--- config.mk ---
export PLATFORM = sky130hd
export DESIGN_NAME = l2_arbiter
export DESIGN_NICKNAME = d
export VERILOG_FILES = /design/src/rtl/l2_arbiter.sv
export SDC_FILE = /design/constraint.sdc
export NUM_CORES = 1
export LEC_CHECK = 0
export ABC_AREA = 1
export CORE_AREA = 10 10 262 264
export CTS_CLUSTER_DIAMETER = 50
export DETAILED_ROUTE_END_ITERATION = 6
export DIE_AREA = 0 0 272 274
export PLACE_DENSITY = 0.48
export SYNTH_ARGS = -nofsm -noshare
export SYNTH_HDL_FRONTEND = slang
export SYNTH_SLANG_ARGS = --single-unit
--- constraint.sdc ---
create_clock -name clk -period 1.69 [get_ports clk]
set_input_delay 0.2535 -clock clk [delete_from_list [all_inputs] [get_ports clk]]
set_output_delay 0.2535 -clock clk [all_outputs]
set_load 0.01 [all_outputs]
--- src/rtl/l2_arbiter.sv ---
// Shared L2 line-port arbiter between the I-cache miss port and the D-cache miss/writeback port.
// One owner at a time; ties alternate using the last completed owner.
module l2_arbiter #(
  parameter int unsigned ADDR_W = 16,
  parameter int unsigned LINE_W = 128
) (
  input  logic              clk,
  input  logic              rst_n,

  input  logic              I_read,
  input  logic [ADDR_W-1:0] I_address,
  output logic [LINE_W-1:0] I_rdata,
  output logic              I_resp,

  input  logic              D_read,
  input  logic              D_write,
  input  logic [ADDR_W-1:0] D_address,
  input  logic [LINE_W-1:0] D_wdata,
  output logic [LINE_W-1:0] D_rdata,
  output logic              D_resp,

  output logic              L2_read,
  output logic              L2_write,
  output logic [ADDR_W-1:0] L2_address,
  output logic [LINE_W-1:0] L2_wdata,
  input  logic [LINE_W-1:0] L2_rdata,
  input  logic              L2_resp
);

  typedef enum logic [1:0] {
    IDLE    = 2'd0,
    SERVE_I = 2'd1,
    SERVE_D = 2'd2
  } state_t;

  state_t state;
  state_t state_nx;
  logic   last_grant;   // 0 = I owned the last transaction, 1 = D
  logic   i_req;
  logic   d_req;
  logic   grant;
  logic   grant_d;
  logic   done;

  assign i_req = I_read;
  assign d_req = D_read | D_write;

  // Next-state selection; a tie goes to the side that did not own the last transaction.
  always_comb begin
    state_nx = state;
    case (state)
      IDLE: begin
        if (i_req && d_req) begin
          state_nx = last_grant ? SERVE_I : SERVE_D;
        end else if (d_req) begin
          state_nx = SERVE_D;
        end else if (i_req) begin
          state_nx = SERVE_I;
        end
      end
      SERVE_I, SERVE_D: begin
        if (L2_resp) begin
          state_nx = IDLE;
        end
      end
      default: state_nx = IDLE;
    endcase
  end

  assign grant   = (state == IDLE) && (state_nx != IDLE);
  assign grant_d = (state_nx == SERVE_D);
  assign done    = (state != IDLE) && L2_resp;

  // State, ownership history and the latched request that drives the L2 port.
  always_ff @(posedge clk or negedge rst_n) begin
    if (!rst_n) begin
      state      <= IDLE;
      last_grant <= 1'b0;
      L2_read    <= 1'b0;
      L2_write   <= 1'b0;
      L2_address <= '0;
      L2_wdata   <= '0;
    end else begin
      state <= state_nx;
      if (grant) begin
        L2_address <= grant_d ? D_address : I_address;
        if (grant_d) begin
          L2_wdata <= D_wdata;
        end
        // Simultaneous D read+write is illegal; the write is honoured.
        L2_write <= grant_d & D_write;
        L2_read  <= ~(grant_d & D_write);
      end else if (done) begin
        L2_read    <= 1'b0;
        L2_write   <= 1'b0;
        last_grant <= (state == SERVE_D);
      end
    end
  end

  // Completion is steered to the owner in the L2_resp cycle itself.
  assign I_resp  = (state == SERVE_I) & L2_resp;
  assign D_resp  = (state == SERVE_D) & L2_resp;
  assign I_rdata = L2_rdata;
  assign D_rdata = L2_rdata;

endmodule

## Word-level counts from Yosys, hierarchy flattened

Index checks and enable logic that the tools add are counted.

| storage, ports and cells | value |
|---|---|
| memories kept | 0 |
| RAM bits | 0 |
| latch bits | 0 |
| word-level logic and storage cells | 35 |
| memory bits (read-only) | 0 |
| register bits | 149 |
| input port bits | 294 |
| output and inout port bits | 404 |

| operators by class | value |
|---|---|
| $add $sub $neg | 0 |
| magnitude comparators | 0 |
| reduce and logical (&&, ||, !) cells | 10 |
| equal/unequal tests | 3 |
| shift operators | 0 |
| mux-type cells | 10 |
| multiply operators | 0 |
| bitwise logic cells | 6 |
| divide/modulo/power cells | 0 |

Operators by type and width:

| operator | count |
|---|---|
| 16-bit 2-to-1 mux | 1 |
| 2-bit 2-to-1 mux | 5 |
| 2-bit nonzero test | 3 |
| 2-bit == test, second input constant | 2 |
| 2-bit case mux with 2 select lines | 1 |
| 2-bit AND reduction | 2 |
| 1-bit AND | 3 |
| 1-bit logical AND | 3 |
| 1-bit 2-to-1 mux | 3 |
| 2-bit by 1-bit == test with 1-bit output, second input constant | 1 |
| 2-bit logical NOT | 1 |
| 1-bit inverter | 2 |
| 2-bit OR reduction | 1 |
| 1-bit OR | 1 |

## Logic depth before layout (Yosys ltp)

Gate-level depths: netlist of run 1.

| depth | value |
|---|---|
| depth in word-level cells | 8 |
| gate-level depth with buffers | 13 |
| mapped depth without buffers | 12 |

## Worst setup path after synthesis of run 1

Ideal clock, no wire load.

| timing | value |
|---|---|
| kind | reg-to-reg |
| start point | register state[0] |
| end point | register L2_wdata[100] |
| path buffers | 2 |
| slack | -0.165 ns |
| cell stages (with the launch flop) | 12 |
| period minus slack after synthesis | 1.855 ns |
| required time | 1.569 ns |
| library setup time | 0.121 ns |
| arrival | 1.735 ns |
| cell sequence | dfrtp_1 inv_1 ha_1 inv_2 a21oi_1 nand2_1 nand2_1 nand2_2 nor3_4 buf_2 buf_2 o21ai_1 |

| on the way | value |
|---|---|
| word-level cells in the longest chain between the ends | 7 |
| elaborated cells between the ends (all ways) | 13 |
| those cells by class | eq/ne (3); mux (5); reduce/logical (5) |

RTL lines:

| item | line | source |
|---|---|---|
| from (decl) | 36 | `state_t state;` |
| from (signal assigned) | 84 | `state <= state_nx;` |
| 2-bit 2-to-1 mux | 57 | `end else if (i_req) begin` |
| 2-bit 2-to-1 mux | 55 | `end else if (d_req) begin` |
| 2-bit 2-to-1 mux | 53 | `if (i_req && d_req) begin` |
| 2-bit case mux with 2 select lines | 51 | `case (state)` |
| 2-bit nonzero test | 70 | `assign grant = (state == IDLE) && (state_nx != IDLE);` |
| 1-bit logical AND | 70 |  |
| 2-bit AND reduction (no line) * | n/a |  |
| to (signal assigned) | 88 | `L2_wdata <= D_wdata;` |
| to (decl) | 25 | `output logic [LINE_W-1:0] L2_wdata,` |

Every way passes the cells marked *; elsewhere a longest branch is shown, timed or not.
A chain may end at the register's enable or synchronous reset.

## Worst setup path after layout of run 1

| timing | value |
|---|---|
| start point | register state[1] |
| end point | register L2_read |

| on the way | value |
|---|---|
| word-level cells in the longest chain between the ends | 8 |
| elaborated cells between the ends (all ways) | 18 |
| those cells by class | eq/ne (3); mux (6); bitwise (2); reduce/logical (7) |

RTL lines:

| item | line | source |
|---|---|---|
| 2-bit 2-to-1 mux | 57 |  |
| 2-bit 2-to-1 mux | 55 |  |
| 2-bit 2-to-1 mux | 53 |  |
| 2-bit case mux with 2 select lines | 51 |  |
| 2-bit == test | 71 | `assign grant_d = (state_nx == SERVE_D);` |
| 1-bit AND | 92 | `L2_read <= ~(grant_d & D_write);` |
| 1-bit inverter | 92 |  |
| 1-bit 2-to-1 mux | 85 | `if (grant) begin` |
| to (signal assigned) | 92 |  |
| to (decl) | 22 | `output logic L2_read,` |

Parallel ways exist; a longest one is shown, timed or not.

==> flow_summary_export.csv, run 1 <==
group,metric,value,unit
drt,wire_per_inst,15.6,um
sta,drv_slew,0,
synth,yosys_most_used_dff,"dfrtp_1",
clocking,cts-htree-levels,4,
layout,drive_gt1_share,14.6,%
grt,grt_max_degree,58,
synth,synthArstFlopShare,100,%
clocking,clockBufferDepth,2,
sta,setup_slack,-0.179,ns
power_and_ir_drop,vdd_drop_max,0.000727,V
drt,drc_errors,0,
power_and_ir_drop,power_frac_comb,53.2,%
sta,worst_slew_margin_rel,78.5,%
setup_path,cp-startpoint,"state[1]",
floorplan,die_area,74500,um2
power_and_ir_drop,switchingPower,8.60,mW
synth,syn_avg_cell_area,8.34,um2
sta,hold_ws,0.222,ns
power_and_ir_drop,intPower,14.1,mW
floorplan,die_y,274,um
sta,worst_slew_pin_slew,0.322,ns
clocking,cts_root_buffer,"clkbuf_16",
floorplan,ios,698,
sta,layout_min_cycle_time,1.87,ns
setup_path,crit_fanout,7,
clocking,tritoncts,"built",
setup_path,ff2ff_path_depth,14,
synth,yosysSeqAreaShare,45.4,%
grt,grt_pass1_wl,44400,um
drt,first_pass_iters,5,
power_and_ir_drop,seq_power_share,27.8,%
grt,antenna_found_initial,0,
synth,ys_ff_latch,149,
floorplan,design.core.area,63600,um2
sta,finalSetupViolations,147,
drt,routed-via-count,6235,
drt,drtAntennaViolNets,0,
setup_path,critPathKind,"flip-flop to flip-flop",
clocking,cts.sinks,149,
run,maxCapViolations,0,
synth,synth_fp_nets,1283,
sta,period_share,111,%
layout,syn2layout_area_growth,48.1,%
worst_hold_path,min_path_type,"input pin to asynchronous set/reset pin",
synth,synthesis.instances,985,
grt,grt.overflow.total,0,
synth,syn_area,8220,um2
clocking,cts_buffers,17,
setup_path,arrival,2.24,ns
outcome,status,"finished, violations left",
layout,n_antenna_cell,0,
sta,rsz0062_at_grt,"true",
drt,viasPerCell,3.16,
outcome,violations,"negative setup slack",
sta,hold_viol_final,0,
setup_path,crit_chain,"inv_2 -> ha_4 -> nand2_2 -> nor2_1 -> inv_1 -> nand2_4 -> nor3_4 -> buf_12 -> buf_12 -> buf_16 -> buf_12 -> nand2_4 -> nand2_2 -> inv_2",
setup_path,cp-start-kind,"flip-flop",
synth,synth_top_cell_by_area,"dfrtp_1",
floorplan,rows,93,
setup_path,crit_required,2.06,ns
place,place.gp.congestion,0.756,
drt,dr.first_iter.drc_count,320,
synth,synth_top_area_share,45.4,%
setup_path,r2r_setup_slack,-0.18,ns
synth,synth_area_leaders,"dfrtp_1 (45%), buf_4 (25%), nand2_1 (9.5%)",
power_and_ir_drop,powerDensity,1860,nW/um2
setup_path,end_kind,"flip-flop",
synth,yosys_warnings,0,
setup_path,endpoint,"L2_read",
setup_path,cp_slowest_cell,"dfrtp_1",
drt,drt-total-wl,30800,um
setup_path,max_stage_delay,0.38,ns
clocking,path_clk_slew,0.06,ns
layout,final_util,19.1,%
setup_path,r2r-start,"state[1]",
sta,skew,0.0111,ns
synth,synth_edf_count,0,
place,io_buffers,313,
layout,fin_nets,1403,
sta,max_freq,535,MHz
synth,yosysMostFrequentCell,"buf_4",
floorplan,die_x,272,um
clocking,clock_latency,0.47,ns
power_and_ir_drop,pwr-share-clk,19.0,%
grt,grt_usage,8.12,%
floorplan,initial_core_util,12.9,%
power_and_ir_drop,p_sw_share,37.9,%
power_and_ir_drop,p_leak,5.80,nW
setup_path,r2r-end,"L2_read",
synth,synth_top_cells_by_count,"buf_4 (271), nand2_1 (209), inv_1 (157)",
synth,synthDistinctLibCells,18,
place,hpwlAfterDp,22700,um
setup_path,crit_path_frequent_cell,"buf_12",
grt,grt_pass1_vias,6850,
cells in the final DEF (no fill, tap or decap), drive strengths merged, types with 2 or more instances in the layout:
| cell type | count |
|---|---|
| dlymetal6s2s | 8 |
| buf | 74 |
| bufbuf | 3 |
| bufinv | 5 |
| clkinvlp | 2 |
| dfrtp | 149 |
| clkdlybuf4s50 | 170 |
| nor2 | 3 |
| nand2 | 212 |
| a21oi | 2 |
| inv | 161 |
| o21bai | 17 |
| nand3 | 19 |
| clkinv | 3 |
| dlygate4sd2 | 132 |
| clkbuf | 20 |
| ha | 4 |
| o21ai | 128 |
kinds of logic after synthesis:
family,share of synthesized area (%)
AO/OA/AOI/OAI,9.52
adder cells (fa/ha/maj),0.609
buffers and inverters,33.1
flip-flops,45.4
multiplexers,0.137
AND/OR/NAND/NOR,11.3
worst max-delay path: cells and delay by family, from the launching register on:
| kind | cells | cell delay (ns) |
|---|---|---|
| adder cells (fa/ha/maj) | 1 | 0.21 |
| AND/OR/NAND/NOR | 6 | 0.46 |
| buffers and inverters | 7 | 0.70 |
| flip-flops | 1 | 0.38 |
registers in the layout (all words and copies together) (netlist names):
name        count
L2_read         1
L2_write        1
state           2
L2_address     16
last_grant      1
L2_wdata      128
worst min path at each step:
stage                     start            end  slack, ns  depth (start not counted)
after floorplan           rst_n  L2_address[0]      -0.04                          0
after global placement    rst_n       L2_write       0.15                          1
after detailed placement  rst_n       L2_write       0.16                          1
after CTS                 rst_n       state[0]       0.16                          2
after global routing      rst_n    L2_wdata[2]       0.22                          2
final                     rst_n       L2_write       0.22                          2
power groups by stage:
stage	Sequential [mW]	Clock (mW)	Combinational (mW)
global placement	6.41	0	10.8
global route	6.57	4.69	13.3
finish	6.31	4.32	12.1
CTS	6.36	4.58	11.8
floorplan	7.09	0	4.74
detailed placement	6.43	0	11.0
what timing repair did:
item,4_1_cts,5_1_grt
setup endpoints to repair,280,156
gates cloned,9,3
pin swaps,8,4
buffers inserted,7,5
gates resized for setup,185,49
hold buffers,1,0
endpoints found under the hold margin,89,0
layout make-up:
cell class	count	area [um2]
flip-flops and latches	149	3730
repair buffers	391	4170
well taps	855	1070
multi-input cells	387	1970
fillers	7113	51500
clock buffers	17	425
inverters	159	602
clock inverters	12	205
layer usage:
layer	GRT usage [%]	vias to the layer above	share of wire, %
met5	2.69	-	0.89
met4	4.21	8	3.4
met3	6.39	80	15
met2	11.7	417	43
met1	8.12	2778	37
li1	-	2952	-
stage by stage:
step	TNS, ns	instance area (um2)	cells	worst slack, ns	total power [mW]
6_report	-17.66	12200	1970	-0.179	22.7
3_5_place_dp	-62.97	10900	1919	-0.513	17.4
3_3_place_gp	-62.31	10900	1919	-0.489	17.2
2_1_floorplan	-12.25	8310	985	-0.102	11.8
4_1_cts	-19.68	11900	1963	-0.204	22.8
5_1_grt	-35.51	12200	1970	-0.296	24.6
Power figures use the tool's default switching activity.
==> run 2, diff against run 1 <==
--- a/config.mk
+++ b/config.mk
@@ -6,11 +6,11 @@
 export NUM_CORES = 1
 export LEC_CHECK = 0
 export ABC_AREA = 1
-export CORE_AREA = 10 10 262 264
+export CORE_AREA = 3 3 270 272
 export CTS_CLUSTER_DIAMETER = 50
 export DETAILED_ROUTE_END_ITERATION = 6
-export DIE_AREA = 0 0 272 274
-export PLACE_DENSITY = 0.48
+export DIE_AREA = 0 0 273 275
+export PLACE_DENSITY = 0.45
 export SYNTH_ARGS = -nofsm -noshare
 export SYNTH_HDL_FRONTEND = slang
 export SYNTH_SLANG_ARGS = --single-unit
==> run 2 against run 1 <==
The flow still finishes with violations (negative setup slack). Clock skew grew 0.0020 ns. Total power increased by 5.8%. Count of clock-buffer cells in the layout grew 2. Via count grew 1.5%. Sequential cell count did not move. Hold slack better by 0.048 ns. Register-to-register slack worse by 0.06 ns. Final cell count grew 5.2%. Critical path type unchanged. Critical endpoint is now L2_wdata[63].
==> flow_summary_export.csv, run 2 (synthesis gave the netlist of run 1 again) <==
group,metric,value,unit
outcome,status,"finished, violations left",
outcome,violations,"negative setup slack",
setup_path,cp-start-kind,"flip-flop",
grt,grt_pass1_vias,6629,
floorplan,ios,698,
setup_path,arrival,2.28,ns
grt,gr-usage-met3,5.90,%
place,hpwlAfterDp,20400,um
grt,grt_pass1_wl,41500,um
layout,final_cell_mix,"clkdlybuf4s50_1 (198), nand2_1 (167), inv_1 (154)",
sta,setup_slack,-0.234,ns
setup_path,critical-path-top-delay-family,"buffers and inverters",
clocking,cts_root_buffer,"clkbuf_16",
floorplan,design.core.area,71000,um2
drt,drc_errors,0,
power_and_ir_drop,p_leak,6.12,nW
floorplan,die_y,275,um
setup_path,crit_chain,"inv_2 -> ha_4 -> nand2_1 -> nor2_1 -> inv_1 -> nand2_4 -> nor3_4 -> buf_6 -> buf_12 -> buf_12 -> clkbuf_16 -> o21ai_1",
power_and_ir_drop,powerDensity,1880,nW/um2
layout,largest_reg_flops,128,
drt,drt-total-wl,29800,um
clocking,path_clk_slew,0.07,ns
layout,syn2layout_area_growth,55.6,%
grt,grt_max_degree,53,
run,maxCapViolations,0,
sta,drv_slew,0,
layout,layout_commonest_cell,"clkdlybuf4s50_1",
clocking,cts.sinks,149,
clocking,tritoncts,"built",
sta,hold_viol_final,0,
drt,routed-via-count,6330,
sta,period_share,114,%
clocking,cts-htree-levels,4,
setup_path,cp_num_buf_inv,6,
grt,grt_use_met2,10.7,%
sta,finalSetupViolations,146,
grt,grt.overflow.total,0,
floorplan,rows,98,
power_and_ir_drop,vdd_drop_max,0.000643,V
grt,busiest_layer,"met2",
setup_path,end_kind,"flip-flop",
clocking,clock_latency,0.46,ns
setup_path,cp_slowest_cell,"dfrtp_1",
setup_path,critPathKind,"flip-flop to flip-flop",
floorplan,die_area,75100,um2
setup_path,crit_path_frequent_cell,"buf_12",
drt,drtAntennaViolNets,0,
sta,layout_min_cycle_time,1.92,ns
clocking,clockBufferDepth,2,
layout,fin_nets,1405,
grt,grt_usage,7.55,%
layout,top_register,"L2_wdata",
drt,first_pass_iters,4,
sta,worst_slew_margin_rel,67.0,%
sta,skew,0.0130,ns
sta,worst_slew_pin_slew,0.496,ns
floorplan,die_x,273,um
clocking,cts_buffers,17,
drt,dr.first_iter.drc_count,194,
setup_path,crit_required,2.04,ns
drt,wire_per_inst,14.4,um
floorplan,initial_core_util,11.6,%
sta,rsz0062_at_grt,"true",
layout,top_regs,"L2_wdata: 128 flops, L2_address: 16 flops, state: 2 flops",
drt,viasPerCell,3.06,
place,io_buffers,313,
place,placed_area,10900,um2
setup_path,max_stage_delay,0.39,ns
grt,antenna_found_initial,5,
sta,max_freq,520,MHz
grt,use_met1,7.98,%
layout,drive_gt1_share,19.6,%
place,place.gp.congestion,0.781,
layout,final_area,12800,um2
place,place_worst_setup_slack,-0.648,ns
setup_path,crit_fanout,6,
worst_hold_path,min_path_type,"input pin to asynchronous set/reset pin",
## run 2: changes by cell type in the layout (fill, tap and decap cells not counted), sizes merged, moves of 2 or more
cell           delta
dlymetal6s2s     +30
dlygate4sd2      -58
clkdlybuf4s50    +28
clkbuf            +7
bufbuf            -2
diode             +2
## run 2: final cells by class
cell class	count	area, um2
Fill cell	7904	58200
Timing Repair Buffer	393	4440
Sequential cell	149	3730
Multi-Input combinational cell	387	2170
Tap cell	950	1190
Inverter	159	609
Clock buffer	19	443
Clock inverter	13	195
Antenna cell	2	5.00
## run 2: worst reg2reg max path, stage by stage, from the launching register on
cell	delay, ns
dfrtp_1	0.39
inv_2	0.09
ha_4	0.21
nand2_1	0.06
nor2_1	0.04
inv_1	0.08
nand2_4	0.07
nor3_4	0.19
buf_6	0.16
buf_12	0.16
buf_12	0.16
clkbuf_16	0.15
o21ai_1	0.06
## run 2: path summary, 6_finish.rpt
path                                from            end  slack [ns]  cells after the start
setup reg to reg                state[1]   L2_wdata[63]       -0.23                     12
max in group asynchronous          rst_n   L2_wdata[74]        0.74                      3
hold reg to reg            L2_address[6]  L2_address[6]        0.48                      2
min in group clk             D_wdata[64]   L2_wdata[64]        0.33                      3
setup / recovery                state[1]   L2_wdata[63]       -0.23                     12
hold / removal                     rst_n  L2_wdata[127]        0.27                      2
## run 2: timing repair
| item | CTS | global route |
|---|---|---|
| endpoints found under the hold margin | 36 | 0 |
| endpoints found under the setup margin | 222 | 186 |
| hold buffers | 1 | 0 |
| gates resized for setup | 164 | 128 |
| pin swaps | 17 | 16 |
| cloned | 10 | 10 |
| setup buffers | 12 | 5 |
## run 2: layer usage
| layer | share of wire [%] | wire, um |
|---|---|---|
| met1 | 38 | 11300 |
| met2 | 43 | 12900 |
| met3 | 15 | 4370 |
| met4 | 3.6 | 1080 |
| met5 | 0.51 | 153 |
## run 2: power by group
part	internal, mW	leakage (nW)	switching [mW]
Clock	2.53	0.301	1.75
Combinational	6.99	3.98	6.44
Sequential	5.37	1.84	0.934
Total	14.9	6.12	9.12
## run 2: metrics by stage
stage	utilization (%)	std cells	setup TNS [ns]	hold slack, ns	total power [mW]
6_report	18.0	2072	-19.73	0.270	24.0
2_1_floorplan	-	985	-12.25	-0.0421	11.8
3_3_place_gp	15.3	2003	-78.52	0.215	16.9
4_1_cts	17.1	2058	-23.55	0.246	23.2
5_1_grt	18.0	2070	-37.89	0.279	25.9
3_5_place_dp	15.3	2003	-80.43	0.223	17.0
